===== src/rtl/freq_meter_pkg.sv =====
// rtl/freq_meter_pkg.sv - shared types and default constants for the frequency meter
// Purpose: measurement FSM state encoding and the default sysclk rate / counter width.
// Ports: none (package).
package freq_meter_pkg;

  typedef enum logic [1:0] {
    IDLE  = 2'd0,
    GATE  = 2'd1,
    LATCH = 2'd2
  } state_e;

  localparam int SYSCLK_HZ = 100000000;
  localparam int DEF_CNT_W = 24;

endpackage


===== src/rtl/sig_sync_edge.sv =====
// rtl/sig_sync_edge.sv - two-flop synchronizer with rising-edge detect
// Purpose: bring an asynchronous input into the sysclk domain and flag its rising edges.
// Ports:
//   sysclk  - system clock
//   reset_n - asynchronous active-low reset; clears all history
//   din     - asynchronous input
//   rise    - high for one cycle per synchronized 0->1 transition
module sig_sync_edge (
  input  logic sysclk,
  input  logic reset_n,
  input  logic din,
  output logic rise
);

  logic sync1_q;
  logic sync2_q;
  logic prev_q;

  always_ff @(posedge sysclk or negedge reset_n) begin
    if (!reset_n) begin
      sync1_q <= 1'b0;
      sync2_q <= 1'b0;
      prev_q  <= 1'b0;
    end else begin
      sync1_q <= din;
      sync2_q <= sync1_q;
      prev_q  <= sync2_q;
    end
  end

  // History clears to 0, so a signal already high at reset release shows up
  // only once it has passed through both synchronizer stages.
  assign rise = sync2_q & ~prev_q;

endmodule


===== src/rtl/freq_meter.sv =====
// rtl/freq_meter.sv - gated edge-counting frequency meter
// Purpose: count rising edges of sigin over a gate of GATE_CYCLES sysclk cycles and
//          publish the count (Hz for a 1 s gate) with a saturation flag.
// Ports:
//   sysclk     - system clock, the only clock
//   reset_n    - asynchronous active-low reset
//   sigin      - signal under test, asynchronous to sysclk
//   start      - one-cycle request to begin a measurement (honoured in IDLE only)
//   continuous - when high, a new gate begins after every result
//   busy       - high while the gate is open
//   done       - one-cycle pulse when freq/ovf are updated
//   freq       - edges counted in the last gate
//   ovf        - the last gate saturated the edge counter
module freq_meter
  import freq_meter_pkg::*;
#(
  parameter int GATE_CYCLES = SYSCLK_HZ,
  parameter int CNT_W       = DEF_CNT_W
) (
  input  logic             sysclk,
  input  logic             reset_n,
  input  logic             sigin,
  input  logic             start,
  input  logic             continuous,
  output logic             busy,
  output logic             done,
  output logic [CNT_W-1:0] freq,
  output logic             ovf
);

  localparam int               GW        = (GATE_CYCLES > 1) ? $clog2(GATE_CYCLES) : 1;
  localparam logic [GW-1:0]    GATE_LAST = GW'(GATE_CYCLES - 1);
  localparam logic [CNT_W-1:0] CNT_MAX   = '1;

  state_e           state_q, state_d;
  logic [GW-1:0]    gate_cnt_q, gate_cnt_d;
  logic [CNT_W-1:0] edge_cnt_q, edge_cnt_d;
  logic [CNT_W-1:0] freq_q, freq_d;
  logic             sat_q, sat_d;
  logic             ovf_q, ovf_d;
  logic             rise;

  sig_sync_edge u_sync (
    .sysclk  (sysclk),
    .reset_n (reset_n),
    .din     (sigin),
    .rise    (rise)
  );

  always_comb begin
    state_d    = state_q;
    gate_cnt_d = gate_cnt_q;
    edge_cnt_d = edge_cnt_q;
    sat_d      = sat_q;
    freq_d     = freq_q;
    ovf_d      = ovf_q;
    case (state_q)
      IDLE: begin
        if (start || continuous) begin
          state_d    = GATE;
          gate_cnt_d = '0;
          edge_cnt_d = '0;
          sat_d      = 1'b0;
        end
      end
      GATE: begin
        if (rise) begin
          if (edge_cnt_q == CNT_MAX) begin
            sat_d = 1'b1;
          end else begin
            edge_cnt_d = edge_cnt_q + CNT_W'(1);
          end
        end
        // Results are captured from the next-state values so an edge on the
        // final gate cycle is included, and they are already stable while
        // done is high in LATCH.
        if (gate_cnt_q == GATE_LAST) begin
          state_d = LATCH;
          freq_d  = edge_cnt_d;
          ovf_d   = sat_d;
        end else begin
          gate_cnt_d = gate_cnt_q + GW'(1);
        end
      end
      LATCH: begin
        state_d = IDLE;
      end
      default: begin
        state_d = IDLE;
      end
    endcase
  end

  always_ff @(posedge sysclk or negedge reset_n) begin
    if (!reset_n) begin
      state_q    <= IDLE;
      gate_cnt_q <= '0;
      edge_cnt_q <= '0;
      sat_q      <= 1'b0;
      freq_q     <= '0;
      ovf_q      <= 1'b0;
    end else begin
      state_q    <= state_d;
      gate_cnt_q <= gate_cnt_d;
      edge_cnt_q <= edge_cnt_d;
      sat_q      <= sat_d;
      freq_q     <= freq_d;
      ovf_q      <= ovf_d;
    end
  end

  assign busy = (state_q == GATE);
  assign done = (state_q == LATCH);
  assign freq = freq_q;
  assign ovf  = ovf_q;

endmodule

===== config.mk =====
export PLATFORM = sky130hd
export DESIGN_NAME = freq_meter
export DESIGN_NICKNAME = d
export VERILOG_FILES = /design/src/rtl/freq_meter_pkg.sv /design/src/rtl/sig_sync_edge.sv /design/src/rtl/freq_meter.sv
export SDC_FILE = /design/constraint.sdc
export NUM_CORES = 1
export LEC_CHECK = 0
export ABC_AREA = 1
export CORE_MARGIN = 10
export CORE_UTILIZATION = 55
export DETAILED_ROUTE_END_ITERATION = 6
export PLACE_DENSITY = 0.76
export SYNTH_ARGS = -nofsm -noshare
export SYNTH_HDL_FRONTEND = slang
export SYNTH_SLANG_ARGS = --single-unit

===== constraint.sdc =====
create_clock -name sysclk -period 2.41 [get_ports sysclk]
set_clock_uncertainty 0.05 [all_clocks]
set_input_delay 0.3615 -clock sysclk [delete_from_list [all_inputs] [get_ports sysclk]]
set_output_delay 0.3615 -clock sysclk [all_outputs]
set_load 0.03 [all_outputs]

==> run_results.csv, run 1 <==
group,metric,value,unit
run_status,status,"completed",
die,ios,32,
hold_path,min_from,"u_sync.sync1_q",
sta,tightest_slew,543.0,ps
sta,timing.slew.headroom,63.52,%
clock_tree,cts_buffers,9,
cells_and_area,nets,745,
placement,place.gp.congestion,0.9623,
global_routing,grt.total_usage,20.09,%
die,std_cell_rows,34,
clock_tree,holdBufCountCts,1,
worst_setup_path,worstReg2RegStart,"gate_cnt_q[0]",
clock_tree,h-tree-depth,3,
sta,hold_ws,314.8,ps
clock_tree,post_cts_resized,0,
route,vias_per_cell,5.365,
pwr,p_total,2954,µW
synthesis,synth_edf_count,0,
hold_path,min_path_type,"reg2reg",
clock_tree,cts.clk_slew.worst_paths,80,ps
cells_and_area,multi_input_area,0.002530,mm²
synthesis,synth_common_cells,"nand2_1 (294), dfrtp_1 (82), nor2_1 (75)",
cells_and_area,antenna_cells,0,
synthesis,synth_async_sr_flop_share,100.0,%
worst_setup_path,end_kind,"flop",
cells_and_area,utilization,63.22,%
cells_and_area,fill_cells,779,
die,die_w,115.0,µm
die,fp.dieArea,0.01322,mm²
route,drt_iter0_drc,256,
route,avgRoutedWirePerCell,14.81,µm
synthesis,synth.largest_area_cell,"dfrtp_1",
sta,period_minus_slack,2160,ps
sta,grt_setup_unrepaired,"false",
clock_tree,clock_sinks,82,
route,detail-route-antenna-nets,0,
synthesis,synth_area_per_cell,7.029,µm²
global_routing,overflow,0,
route,vias,4566,
synthesis,syn_inst,706,
route,drc_errors,0,
placement,preCtsSetupSlack,263.7,ps
worst_setup_path,r2r_setup_slack,250,ps
die,core,0.008763,mm²
synthesis,yosysTopAreaCellShare,41.35,%
global_routing,grt_pass1_wl,21910,µm
worst_setup_path,arrival,2350,ps
placement,io_buffers,31,
sta,setup_violations,0,
clock_tree,clk_latency,360,ps
synthesis,ys_seq_area_share,41.35,%
synthesis,ys_ff_latch,82,
synthesis,yosysMostFrequentCell,"nand2_1",
pwr,ir_worst_vdd,0.3204,mV
synthesis,syn_nets,713,
cells_and_area,regArea,0.002052,mm²
route,drt-pass1-iter-count,5,
placement,dp_hpwl,9165,µm
pwr,p_leak,0.002721,µW
worst_setup_path,worstPathRequired,2600,ps
pwr,cellPowerDensity,533.1,mW/mm²
synthesis,yosys_warnings,0,
clock_tree,cts_buffer_depth,2,
hold_path,holdPathStages,0,
sta,finalWorstSetupSlack,250.4,ps
clock_tree,cts_tree,"done",
clock_tree,root_buffer,"clkbuf_8",
worst_setup_path,reg2reg_to,"gate_cnt_q[21]",
clock_tree,post_cts_buffers,0,
sta,maxSlewViolCount,0,
sta,max_freq,0.4631,GHz
worst_setup_path,path_class,"reg2reg",
die,die_h,115.0,µm
global_routing,grt_pass1_vias,4604,
synthesis,synth-main-ff-cell,"dfrtp_1",
sta,final.period_utilization,89.61,%
worst_setup_path,reg2reg_depth,10,
job,drv_cap,0,
hold_path,hold_end,"u_sync.sync2_q",
sta,final_hold_viol_count,0,
cells_and_area,area_delta_synth_final,11.65,%
synthesis,yosysUniqueCellTypes,33,
worst_setup_path,critPathMaxFanout,33,
sta,setup_tns,0,ps
worst_setup_path,crit_path_start_kind,"flop",
synthesis,yosys-top-cells-area,"dfrtp_1 (41%), nand2_1 (22%), nand3_1 (6.8%)",
cells_and_area,drive_gt1_share,9.017,%
synthesis,netlist_area,0.004962,mm²
route,drt_wl_total,12600,µm
die,start_util,56.62,%
global_routing,antenna_found_initial,0,
global_routing,grt_max_degree,49,
kinds of logic after synthesis:
family / count (synthesis) / share of synthesized area [%]
simple gates: 486 / 41.98
flops: 82 / 41.35
buf+inv: 81 / 7.665
compound gates: 38 / 5.496
xor+xnor: 17 / 3.001
fa+ha+maj: 2 / 0.5042
cell type report:
class	instances	share of cell area, %
clock buffer	11	2.371
clock inverter	5	1.129
sequential	82	37.04
multi-input combinational	543	45.66
timing repair buffer	41	7.182
inverter	61	4.178
tap	108	2.439
stage by stage:
stage	instance area (µm²)	std cells
6_report	5540	851
5_1_grt	5540	851
4_1_cts	5540	851
3_5_place_dp	5336	834
3_3_place_gp	5336	834
2_1_floorplan	4962	706
power by group:
group	total [µW]	leakage [µW]	internal (µW)	switching [µW]
registers	1530	0.00100	1440	95.7
clock network	1030	0.0000901	486	541
logic	394	0.00163	135	259
state kept, by name (all words and copies together) (netlist names):
register	cells
gate_cnt_q	27
freq	24
ovf	1
edge_cnt_q	24
u_sync.sync1_q	1
sat_q	1
state_q	2
u_sync.sync2_q	1
u_sync.prev_q	1
cells in the final DEF (no fill, tap or decap), types with 3 or more instances in the layout:
cell type	synthesis	layout
buf_4	1	9
nand4_1	16	16
nand3_1	67	67
clkdlybuf4s50_1	0	30
nor2_1	75	75
dfrtp_1	82	82
nand3b_1	5	5
o21ai_0	11	11
o21ai_1	6	6
nand2_1	294	294
nor3_1	8	8
nor2_4	3	3
nand2_2	6	6
nor2_2	5	5
inv_2	5	5
xnor2_1	3	3
xor2_1	14	14
clkbuf_8	0	9
o21ai_2	16	16
inv_1	54	54
critical path, stage by stage, from the launching register on:
cell	delay [ps]
dfrtp_1	440
ha_1	300
inv_2	90
nor2_4	160
nand2_2	100
nor3_2	140
nand2_2	140
nand2_2	120
nand2_4	250
nand2_1	190
o21ai_2	60
how the worst max path moves through the flow:
stage / startpoint / end / slack (ps)
final: gate_cnt_q[0] / gate_cnt_q[21] / 250
after global routing: gate_cnt_q[0] / gate_cnt_q[22] / 70
after CTS: gate_cnt_q[0] / gate_cnt_q[20] / 250
after global placement: gate_cnt_q[0] / gate_cnt_q[18] / 350
after floorplan: gate_cnt_q[0] / freq[12] / 600
after detailed placement: gate_cnt_q[0] / gate_cnt_q[21] / 260
per-layer routing:
metal	GRT usage, %	share of wire [%]	vias to the layer above
met2	35.36	51	104
li1	-	-	2293
met5	0	0	-
met1	24.04	42	2146
met4	7.096	2.0	0
met3	3.490	4.1	23
Power figures use the tool's default switching activity.
==> inputs of run 2 (changes only) <==
SLEW_MARGIN = 20   (was not set)
==> results of run 2 <==
Final layout, timing and power as in run 1 (identical DEF).
==> inputs of run 3 (changes only) <==
clock period = 2.02 ns   (was 2.41 ns; I/O delays follow)
==> run_results.csv, run 3 (synthesis gave the netlist of run 1 again) <==
group,metric,value,unit
run_status,status,"complete, but fails checks",
run_status,violations,"DRC",
sta,grt_setup_unrepaired,"true",
worst_setup_path,crit_path_start_kind,"flop",
die,die_h,115.0,µm
sta,setup_violations,0,
cells_and_area,final_cells,871,
cells_and_area,drive_gt1_share,12.06,%
sta,maxSlewViolCount,0,
route,detail-route-antenna-nets,0,
worst_setup_path,crit_path_max_incr_delay,440,ps
sta,tightest_slew,595.7,ps
global_routing,grt_pass1_wl,22230,µm
worst_setup_path,arrival,2130,ps
die,core,0.008763,mm²
cells_and_area,largest_reg_flops,27,
worst_setup_path,worstPathRequired,2230,ps
job,drv_cap,0,
sta,finalWorstSetupSlack,104.9,ps
cells_and_area,antenna_cells,0,
die,ios,32,
worst_setup_path,path_cells,"ha_4 -> nand2_1 -> nor2_4 -> nand2_4 -> nor2_4 -> nand3_2 -> nand3_1 -> nand2_1 -> nand3_1 -> nand2_1",
placement,preCtsSetupSlack,-43.03,ps
route,drt-pass1-iter-count,7,
global_routing,grt.busiest_layer,"met2",
placement,io_buffers,31,
die,fp.dieArea,0.01322,mm²
cells_and_area,nets,765,
placement,place.gp.congestion,1.029,
sta,final_hold_viol_count,0,
worst_setup_path,path_common_cell,"nand2_1",
global_routing,grt_max_degree,48,
pwr,ir_worst_vdd,0.3163,mV
clock_tree,cts.clk_slew.worst_paths,100,ps
cells_and_area,final_cell_mix,"nand2_1 (293), dfrtp_1 (82), nor2_1 (74)",
placement,dp_hpwl,9403,µm
clock_tree,clk_latency,370,ps
worst_setup_path,path_class,"reg2reg",
clock_tree,cts_buffers,9,
clock_tree,clock_sinks,82,
clock_tree,cts_tree,"done",
route,avgRoutedWirePerCell,15.33,µm
sta,period_minus_slack,1915,ps
sta,final.period_utilization,94.81,%
global_routing,grt.total_usage,20.49,%
route,drt_wl_total,13350,µm
sta,timing.slew.headroom,60.29,%
global_routing,overflow,0,
cells_and_area,top_register,"gate_cnt_q",
global_routing,grt_util_met3,3.021,%
route,vias,4742,
pwr,p_leak,0.002857,µW
global_routing,grt_use_met2,36.86,%
hold_path,min_path_type,"reg2reg",
placement,dp.cells,848,
worst_setup_path,cp_slowest_cell,"dfrtp_1",
route,drt_iter0_drc,253,
cells_and_area,layout_commonest_cell,"nand2_1",
die,start_util,56.62,%
worst_setup_path,critPathMaxFanout,6,
global_routing,grt_pass1_vias,4653,
route,vias_per_cell,5.444,
die,die_w,115.0,µm
clock_tree,cts_buffer_depth,2,
clock_tree,h-tree-depth,3,
cells_and_area,area_delta_synth_final,16.69,%
global_routing,antenna_found_initial,0,
die,std_cell_rows,34,
worst_setup_path,end_kind,"flop",
route,drc_errors,3,
clock_tree,root_buffer,"clkbuf_8",
sta,max_freq,0.5222,GHz
pwr,cellPowerDensity,633.2,mW/mm²
global_routing,grtUsageMet1,23.98,%
[run 3: cell count changes in the layout (fill, tap and decap cells not counted), moves of 3 or more]
cell,change
inv_6,+3
nand2_2,-3
buf_4,+16
nand2_4,+3
[run 3: worst max-delay path, delay by kind of cell, from the launching register on]
kind,cells,cell delay (ps)
simple gates,9,1140
flops,1,440
fa+ha+maj,1,170
[run 3: timing repair]
| item | 4_1_cts | 5_1_grt |
|---|---|---|
| endpoints found under the setup margin | 4 | 72 |
| gates cloned | 1 | 3 |
| pin swaps | 0 | 2 |
| hold buffers | 1 | 0 |
| gates resized for setup | 1 | 14 |
| hold endpoints to repair | 43 | 0 |
| buffers inserted | 0 | 2 |
[run 3: worst paths after layout]
path	from	endpoint	slack [ps]	cells after the start
setup reg to reg	edge_cnt_q[1]	freq[15]	100	10
hold reg to reg	u_sync.sync1_q	u_sync.sync2_q	310	0
min in group asynchronous	reset_n	freq[6]	410	2
setup / recovery	edge_cnt_q[1]	freq[15]	100	10
max in group asynchronous	reset_n	gate_cnt_q[8]	840	3
hold / removal	u_sync.sync1_q	u_sync.sync2_q	310	0
[run 3: metrics by stage]
stage	total power [µW]	TNS (ps)	instance area (µm²)	hold WS, ps	util, %
6_report	3666	0	5791	309.3	66.08
5_1_grt	3840	-233.4	5791	319.1	66.08
4_1_cts	3609	0	5665	312.2	64.65
3_5_place_dp	2339	-84.26	5441	292.8	62.09
3_3_place_gp	2320	0	5441	293.0	62.09
2_1_floorplan	2172	0	4962	-42.59	-
[run 3: layer usage]
metal,part of all wire [%],vias up
met5,0,-
met2,53,147
li1,-,2337
met3,4.9,32
met4,2.6,0
met1,40,2226
[run 3: final cells by class]
type,instances,area [µm²]
timing repair buffer,57,516.7
inverter,61,231.5
clock inverter,7,81.33
tap,108,135.1
clock buffer,9,123.9
fill,780,2973
sequential,82,2052
multi-input combinational,547,2650
[run 3: power breakdown]
part | switching [µW] | leakage, µW | internal (µW) | total (µW)
Combinational | 348 | 0.00175 | 200 | 548
Sequential | 110 | 0.00100 | 1720 | 1820
Clock | 697 | 0.000107 | 596 | 1290
